$ cat src/rtl/mgmt_wb_pkg.sv
// Shared types and constants for the management-to-user-project Wishbone watchdog.
package mgmt_wb_pkg;

  // Watchdog transaction state.
  typedef enum logic [1:0] {
    ST_IDLE = 2'b00,
    ST_WAIT = 2'b01,
    ST_RESP = 2'b10
  } wb_state_e;

  // Read data handed back to the CPU when the user project never answers.
  localparam logic [31:0] TIMEOUT_DATA_DEFAULT = 32'hDEAD_BEEF;

  // Request fields latched when a transaction is accepted.
  typedef struct packed {
    logic        we;
    logic [3:0]  sel;
    logic [31:0] adr;
    logic [31:0] dat;
  } wb_req_t;

  // Bundle the raw CPU-side request fields into a request record.
  function automatic wb_req_t wb_req_pack(
    input logic        we,
    input logic [3:0]  sel,
    input logic [31:0] adr,
    input logic [31:0] dat
  );
    wb_req_t req;
    req.we  = we;
    req.sel = sel;
    req.adr = adr;
    req.dat = dat;
    return req;
  endfunction

endpackage

$ cat src/rtl/sat_counter.sv
// Saturating up-counter with synchronous clear; clear beats increment.
module sat_counter #(
  parameter int unsigned WIDTH = 8
) (
  input  logic             clk,
  input  logic             rst,
  input  logic             clr,
  input  logic             inc,
  output logic [WIDTH-1:0] count
);

  localparam logic [WIDTH-1:0] COUNT_MAX = {WIDTH{1'b1}};
  localparam logic [WIDTH-1:0] COUNT_ONE = WIDTH'(1'b1);

  logic [WIDTH-1:0] count_r;

  // Count up on inc, stick at all-ones, zero on clr or reset.
  always_ff @(posedge clk) begin
    if (rst) begin
      count_r <= {WIDTH{1'b0}};
    end else if (clr) begin
      count_r <= {WIDTH{1'b0}};
    end else if (inc && (count_r != COUNT_MAX)) begin
      count_r <= count_r + COUNT_ONE;
    end else begin
      count_r <= count_r;
    end
  end

  assign count = count_r;

endmodule

$ cat src/rtl/mprj_wb_watchdog.sv
// Registered Wishbone stage between the management core and the user project.
// Each request is forwarded one cycle after it is seen; if the user side does
// not acknowledge in time the cycle is closed locally with a fixed error word
// and the event is recorded in the timeout statistics.
module mprj_wb_watchdog
  import mgmt_wb_pkg::*;
#(
  parameter int unsigned TIMEOUT      = 255,
  parameter logic [31:0] TIMEOUT_DATA = TIMEOUT_DATA_DEFAULT
) (
  input  logic        core_clk,
  input  logic        core_rst,
  input  logic        mprj_wb_iena,
  input  logic        mprj_cyc_i,
  input  logic        mprj_stb_i,
  input  logic        mprj_we_i,
  input  logic [3:0]  mprj_sel_i,
  input  logic [31:0] mprj_adr_i,
  input  logic [31:0] mprj_dat_i,
  output logic        mprj_ack_o,
  output logic [31:0] mprj_dat_o,
  output logic        usr_cyc_o,
  output logic        usr_stb_o,
  output logic        usr_we_o,
  output logic [3:0]  usr_sel_o,
  output logic [31:0] usr_adr_o,
  output logic [31:0] usr_dat_o,
  input  logic        usr_ack_i,
  input  logic [31:0] usr_dat_i,
  output logic        to_irq,
  output logic [7:0]  to_count,
  output logic [31:0] to_last_adr,
  input  logic        to_clear
);

  // Counter value seen in the last allowed wait cycle; full 16-bit compare,
  // so the counter can never wrap before the timeout fires.
  localparam logic [15:0] CNT_LAST = 16'(TIMEOUT - 32'd1);

  wb_state_e   state_r;
  wb_state_e   state_nxt_s;
  wb_req_t     req_r;
  wb_req_t     req_nxt_s;
  logic [15:0] cnt_r;
  logic [15:0] cnt_nxt_s;
  logic [31:0] resp_r;
  logic [31:0] resp_nxt_s;
  logic        usr_ack_s;
  logic        timeout_s;
  logic        usr_req_r;
  logic        ack_r;
  logic [31:0] to_last_adr_r;

  // A user ack only counts while the user-side inputs are enabled.
  assign usr_ack_s = usr_ack_i & mprj_wb_iena;

  // Next state, next request/counter/response values and timeout detection.
  // Master abort beats ack, and ack beats a same-cycle timeout.
  always_comb begin
    state_nxt_s = state_r;
    req_nxt_s   = req_r;
    cnt_nxt_s   = cnt_r;
    resp_nxt_s  = resp_r;
    timeout_s   = 1'b0;
    case (state_r)
      ST_IDLE: begin
        if (mprj_cyc_i && mprj_stb_i) begin
          state_nxt_s = ST_WAIT;
          req_nxt_s   = wb_req_pack(mprj_we_i, mprj_sel_i, mprj_adr_i, mprj_dat_i);
          cnt_nxt_s   = 16'h0000;
        end else begin
          state_nxt_s = ST_IDLE;
        end
      end
      ST_WAIT: begin
        cnt_nxt_s = cnt_r + 16'h0001;
        if (!mprj_cyc_i) begin
          state_nxt_s = ST_IDLE;
        end else if (usr_ack_s) begin
          state_nxt_s = ST_RESP;
          resp_nxt_s  = req_r.we ? 32'h0000_0000 : usr_dat_i;
        end else if (cnt_r == CNT_LAST) begin
          state_nxt_s = ST_RESP;
          resp_nxt_s  = TIMEOUT_DATA;
          timeout_s   = 1'b1;
        end else begin
          state_nxt_s = ST_WAIT;
        end
      end
      ST_RESP: begin
        state_nxt_s = ST_IDLE;
      end
      default: begin
        state_nxt_s = ST_IDLE;
      end
    endcase
  end

  // State, latched request, wait counter and response register.
  always_ff @(posedge core_clk) begin
    if (core_rst) begin
      state_r <= ST_IDLE;
      req_r   <= '0;
      cnt_r   <= 16'h0000;
      resp_r  <= 32'h0000_0000;
    end else begin
      state_r <= state_nxt_s;
      req_r   <= req_nxt_s;
      cnt_r   <= cnt_nxt_s;
      resp_r  <= resp_nxt_s;
    end
  end

  // Bus handshake flops, loaded from the next state so they line up with it.
  always_ff @(posedge core_clk) begin
    if (core_rst) begin
      usr_req_r <= 1'b0;
      ack_r     <= 1'b0;
    end else begin
      usr_req_r <= (state_nxt_s == ST_WAIT);
      ack_r     <= (state_nxt_s == ST_RESP);
    end
  end

  // Address of the latest timed-out cycle; a clear wins over a same-cycle timeout.
  always_ff @(posedge core_clk) begin
    if (core_rst) begin
      to_last_adr_r <= 32'h0000_0000;
    end else if (to_clear) begin
      to_last_adr_r <= 32'h0000_0000;
    end else if (timeout_s) begin
      to_last_adr_r <= req_r.adr;
    end else begin
      to_last_adr_r <= to_last_adr_r;
    end
  end

  sat_counter #(
    .WIDTH (8)
  ) u_to_count (
    .clk   (core_clk),
    .rst   (core_rst),
    .clr   (to_clear),
    .inc   (timeout_s),
    .count (to_count)
  );

  assign usr_cyc_o   = usr_req_r;
  assign usr_stb_o   = usr_req_r;
  assign usr_we_o    = req_r.we;
  assign usr_sel_o   = req_r.sel;
  assign usr_adr_o   = req_r.adr;
  assign usr_dat_o   = req_r.dat;
  assign mprj_ack_o  = ack_r;
  assign mprj_dat_o  = resp_r;
  assign to_last_adr = to_last_adr_r;
  // The interrupt marks the detection cycle itself, one cycle ahead of the
  // local ack, so it is taken straight from the timeout decision.
  assign to_irq      = timeout_s;

endmodule
$ cat config.mk
export PLATFORM = sky130hd
export DESIGN_NAME = mprj_wb_watchdog
export DESIGN_NICKNAME = d
export VERILOG_FILES = /design/src/rtl/mgmt_wb_pkg.sv /design/src/rtl/sat_counter.sv /design/src/rtl/mprj_wb_watchdog.sv
export SDC_FILE = /design/constraint.sdc
export NUM_CORES = 1
export LEC_CHECK = 0
export BUFFER_PORTS_ARGS = -buffer_cell sky130_fd_sc_hd__buf_2
export CAP_MARGIN = 20
export CELL_PAD_IN_SITES_DETAIL_PLACEMENT = 1
export CELL_PAD_IN_SITES_GLOBAL_PLACEMENT = 2
export CORE_MARGIN = 5
export CORE_UTILIZATION = 23
export DETAILED_ROUTE_END_ITERATION = 6
export PLACE_DENSITY = 0.74
export SYNTH_ARGS = -nofsm -noshare
export SYNTH_HDL_FRONTEND = slang
export SYNTH_SLANG_ARGS = --single-unit
$ cat constraint.sdc
create_clock -name core_clk -period 2.05 [get_ports core_clk]
set_clock_uncertainty 0.1 [all_clocks]
set_input_delay 0.41 -clock core_clk [delete_from_list [all_inputs] [get_ports core_clk]]
set_output_delay 0.41 -clock core_clk [all_outputs]
set_load 0.005 [all_outputs]
* Word-level counts from Yosys, hierarchy flattened
Index checks and enable logic that the tools add are counted.
Operators by class: muxes and demuxes 14, divide/modulo/power cells 0, multipliers 0, shifts and indexed selects 0, equal/unequal tests 6, $add $sub $neg 2, reductions and logical operators 9, bitwise logic cells 1, order comparisons 0
Operators with widths (number):
- 32-bit 2-to-1 mux | 3
- 16-bit one-hot mux with 2 select lines | 1
- 16-bit by 1-bit adder with 16-bit output, second input constant | 1
- 16-bit by 8-bit equality test with 1-bit output, second input constant | 1
- 16-bit 2-to-1 mux | 1
- 8-bit by 1-bit adder with 8-bit output, second input constant | 1
- 8-bit != test, second input constant | 1
- 2-bit 2-to-1 mux | 3
- 1-bit 2-to-1 mux | 5
- 2-bit by 1-bit equality test with 1-bit output, second input constant | 2
- 2-bit one-hot mux with 2 select lines | 1
- 2-bit AND reduction | 2
- 2-bit nonzero test | 2
- 3-bit AND reduction | 1
- 2-bit equality test, second input constant | 1
- 1-bit logical AND | 2
- 2-bit logical NOT | 1
- 2-bit != test, second input constant | 1
- 2-bit OR reduction | 1
- 1-bit AND | 1
Word-level totals: input port bits 108, latch bits 0, bits in read-only memories 0, memories kept 0, word-level logic and storage cells 43, output and inout bits 145, RAM bits 0, flip-flop bits (word level) 161

* Depth between registers and ports, before layout
word-level depth 6, depth in mapped cells 8, mapped depth without buffers 7

* Cells and area by module
Synthesis repeated with hierarchy kept, for this count alone.
Unflattened totals: cell total of the unflattened synthesis 772, area, all modules 6593.8 um^2
Modules (own cells, without submodules):
- mprj_wb_watchdog | area an instance 6158.4 um^2, instances 1, seq. area each 3062.9 um^2, cells an instance 725
- sat_counter | area an instance 435.4 um^2, instances 1, seq. area each 160.2 um^2, cells an instance 47

* Least setup slack after synthesis
No wires, ideal clock.
path type register to register, start point register cnt_r[15], end point register to_last_adr_r[27] (netlist: to_last_adr[27]), period minus slack after synthesis 2257 ps, cell stages (with the launch flop) 7, setup time 71 ps, data required time 1879 ps, data arrival time 2086 ps, setup slack -207 ps, path buffers 1, cell sequence dfxtp_1 -> or4_4 -> or4_4 -> nor3_4 -> buf_6 -> nand2_1 -> a21oi_1
On the way: cells in the longest elaborated chain, start to end 5
RTL lines:
- start: declaration | RTL line mprj_wb_watchdog.sv:44 | logic [15:0] cnt_r;
- start signal: assignment | RTL line mprj_wb_watchdog.sv:109 | cnt_r <= cnt_nxt_s;
- 16-bit by 8-bit equality test with 1-bit output | RTL line mprj_wb_watchdog.sv:82 | end else if (cnt_r == CNT_LAST) begin
- 1-bit 2-to-1 mux | RTL line mprj_wb_watchdog.sv:82
- 1-bit 2-to-1 mux | RTL line mprj_wb_watchdog.sv:79 | end else if (usr_ack_s) begin
- 1-bit 2-to-1 mux | RTL line mprj_wb_watchdog.sv:77 | if (!mprj_cyc_i) begin
- 1-bit 2-to-1 mux | RTL line mprj_wb_watchdog.sv:65 | case (state_r)
- end signal: assignment | RTL line mprj_wb_watchdog.sv:132 | to_last_adr_r <= req_r.adr;
- end signal: assignment | RTL line mprj_wb_watchdog.sv:134 | to_last_adr_r <= to_last_adr_r;
- end: declaration | RTL line mprj_wb_watchdog.sv:52 | logic [31:0] to_last_adr_r;
Every way passes these cells. A chain may end at the register's enable or synchronous reset.

* Worst setup path after layout
start point register cnt_r[11], end point register resp_r[31] (netlist: mprj_dat_o[31])
On the way: cells in the longest elaborated chain, start to end 3
RTL lines:
- 16-bit by 8-bit equality test with 1-bit output | RTL line mprj_wb_watchdog.sv:82
- 2-bit nonzero test (no line)
- 3-bit AND reduction (no line)
- end signal: assignment | RTL line mprj_wb_watchdog.sv:110 | resp_r <= resp_nxt_s;
- end: declaration | RTL line mprj_wb_watchdog.sv:46 | logic [31:0] resp_r;
Every way passes these cells.

==> flow_metrics.env <==
export IMPL_clk_latency_ns=0.42
export IMPL_dr_first_iter_drc_count=200
export IMPL_avgSynthCellArea_um2=8.06
export IMPL_wirelength_um=21700
export IMPL_cts_buffers=17
export IMPL_worst_slack_ns=-0.312
export IMPL_peakVddDrop_uv=377
export IMPL_setup_tns_ns=-15.08
export IMPL_status="complete, but fails checks"
export IMPL_finalSetupViolations=61
export IMPL_max_clock_path_buffers=2
export IMPL_initial_utilization=0.233
export IMPL_synthCells=755
export IMPL_final_util=0.336
export IMPL_grt_pass1_vias=6673
export IMPL_hold_buffers=0
export IMPL_synth_top_area_share=0.530
export IMPL_power_leakage_uw=0.00375
export IMPL_fin_cells=1367
export IMPL_design_core_area_um2=26100
export IMPL_grt_max_degree=124
export IMPL_cts_max_level=4
export IMPL_fin_nets=1131
export IMPL_drive_above_1_share=0.363
export IMPL_synth_warnings=0
export IMPL_r2r_slack_ns=-0.31
export IMPL_rows=59
export IMPL_synthTopCellsByArea="dfxtp_1 (53%), a21oi_1 (14%), nand2_1 (14%)"
export IMPL_placed_cell_area_um2=7990
export IMPL_synth_fp_nets=866
export IMPL_startpoint_type="flop"
export IMPL_hold_viol=0
export IMPL_antenna_cells=0
export IMPL_overflow=0
export IMPL_failed_checks="setup timing"
export IMPL_io_pins=253
export IMPL_dp_cells=1329
export IMPL_vias=6218
export IMPL_crit_type="reg -> reg"
export IMPL_drc_errors=0
export IMPL_max_cap_violations=0
export IMPL_max_slew_margin=0.388
export IMPL_tightest_slew_ns=0.917
export IMPL_total_power_uw=6950
export IMPL_clockRootBuffer="clkbuf_16"
export IMPL_clk_pin_slew_ns=0.07
export IMPL_first_pass_iters=4
export IMPL_cp_data_required_time_ns=2.29
export IMPL_end_kind="flop"
export IMPL_place_gp_congestion=0.731
export IMPL_cts_tree="yes"
export IMPL_finalCritPeriodShare=1.15
export IMPL_grt_pass1_wl_um=35500
export IMPL_synth_seq_cells=161
export IMPL_syn2layout_area_growth_pct=44.1
export IMPL_period_minus_slack_ns=2.36
export IMPL_cp_max_fo=12
export IMPL_ant_nets=0
export IMPL_avgViaCountPerCell=4.55
export IMPL_dp_hpwl_um=14900
export IMPL_final_cell_area_um2=8760
export IMPL_timing_fmax_ghz=0.423
export IMPL_grtUsageTotal=0.143
export IMPL_hold_class="in -> reg"
export IMPL_antenna_found_initial=2
export IMPL_rsz0062_at_grt="yes"
export IMPL_die_h_um=173
export IMPL_io_buffers=252
export IMPL_cts_sinks=161
export IMPL_yosysTopAreaCell="dfxtp_1"
export IMPL_netlist_area_um2=6080
export IMPL_ys_seq_area_frac=0.530
export IMPL_synthDistinctLibCells=43
export IMPL_power_density_nw_per_um2=793
export IMPL_dieArea_um2=29800
export IMPL_final_max_slew_violation_count=0
export IMPL_post_drt_wl_per_cell_um=15.9
export IMPL_crit_arrival_ns=2.60
export IMPL_die_x_um=173
-- cell usage after synthesis --
| cell | number |
|---|---|
| or4_4 | 2 |
| buf_6 | 3 |
| buf_4 | 3 |
| nand2_1 | 223 |
| or4_1 | 1 |
| xor2_1 | 6 |
| clkbuf_1 | 49 |
| nand2b_1 | 2 |
| a31oi_1 | 3 |
| or3_1 | 3 |
| nor4_1 | 2 |
| nor3_1 | 30 |
| buf_1 | 1 |
| a22oi_1 | 8 |
| mux2_2 | 1 |
| and4_1 | 1 |
| a41oi_1 | 2 |
| nand4_1 | 7 |
| o21a_1 | 1 |
| ha_1 | 3 |
| nand4b_1 | 4 |
| o21ai_0 | 3 |
| inv_1 | 3 |
| nor2b_1 | 1 |
| nor4b_4 | 1 |
| nand3b_1 | 1 |
| and3_1 | 10 |
| o21ai_2 | 1 |
| a311oi_1 | 3 |
| a21oi_1 | 168 |
| nor2_1 | 20 |
| nand3_1 | 12 |
| a211oi_1 | 2 |
| and3b_1 | 1 |
| nor3_4 | 1 |
| buf_2 | 1 |
| mux2i_1 | 1 |
| nor4b_1 | 1 |
| or2_2 | 3 |
| and2_1 | 3 |
| dfxtp_1 | 161 |
| o31ai_1 | 2 |
| xnor2_1 | 1 |
-- cells by family after synthesis --
family                   synth area share
AND/OR/NAND/NOR                     0.239
AO/OA/AOI/OAI                       0.168
XOR/XNOR                           0.0101
adder cells (fa/ha/maj)           0.00617
multiplexers                      0.00350
buffers and inverters              0.0428
flip-flops                          0.530
-- worst paths after layout --
| path | to | start | depth (start not counted) |
|---|---|---|---|
| max | mprj_dat_o[31] | cnt_r[11] | 8 |
| min | usr_adr_o[20] | mprj_adr_i[20] | 3 |
| max reg2reg | mprj_dat_o[31] | cnt_r[11] | 8 |
| min reg2reg | usr_dat_o[14] | usr_dat_o[14] | 2 |
-- metal layers --
| layer | vias to the layer above | GRT usage | part of all wire | wire length (µm) |
|---|---|---|---|---|
| met2 | 153 | 0.244 | 0.48 | 10300 |
| met5 | - | 0 | 0.0018 | 40 |
| met4 | 4 | 0.0363 | 0.0093 | 203 |
| met3 | 15 | 0.0454 | 0.056 | 1230 |
| met1 | 2951 | 0.175 | 0.46 | 9900 |
| li1 | 3095 | - | - | - |
-- placed cells by master (no fill, tap or decap), types with 9 or more instances in the layout --
cell type	instances
nand2_1	220
nand3_1	10
buf_4	39
clkbuf_16	18
dfxtp_1	158
buf_2	250
a21oi_2	16
a21oi_1	151
nor3_1	29
nor2_1	20
and3_1	9
-- power by group --
part	internal, µW	switching [µW]	total (µW)
clock network	1710	1460	3170
registers	3210	50.4	3260
logic	223	302	525
total	5140	1810	6950
-- registers in the layout (all words and copies together) (netlist names) --
| register | count |
|---|---|
| usr_sel_o | 4 |
| usr_dat_o | 32 |
| to_last_adr | 32 |
| usr_cyc_o | 1 |
| cnt_r | 16 |
| usr_we_o | 1 |
| mprj_dat_o | 32 |
| state_r | 2 |
| mprj_ack_o | 1 |
| usr_adr_o | 32 |
| u_to_count.count | 8 |
-- critical path, cell delays in order (launching register included) --
cell,delay [ns]
dfxtp_2,0.32
or4_4,0.56
buf_6,0.14
or4_4,0.47
o21ai_4,0.17
buf_4,0.14
buf_12,0.13
a21oi_1,0.07
nor3_1,0.18
-- area by class of cell --
cell class,instances,area (µm²)
Fill cell,3209,17300
Sequential cell,161,3230
Multi-Input combinational cell,534,2750
Timing Repair Buffer,303,1790
Clock buffer,17,425
Tap cell,335,419
Clock inverter,14,150
Inverter,3,11.3
-- timing repair --
action | CTS | global route
gates resized for setup | 6 | 25
setup buffers | 3 | 2
gates cloned | 0 | 2
hold endpoints to repair | 0 | 0
endpoints found under the setup margin | 77 | 70
pin swaps | 3 | 7
-- stage by stage --
| stage | hold slack [ns] | worst slack [ns] |
|---|---|---|
| 2_1_floorplan | 0.342 | -0.0824 |
| 3_3_place_gp | 0.335 | -0.215 |
| 3_5_place_dp | 0.345 | -0.234 |
| 4_1_cts | 0.0902 | -0.346 |
| 5_1_grt | 0.0974 | -0.426 |
| 6_report | 0.116 | -0.312 |
(Power assumes the default switching activity.)
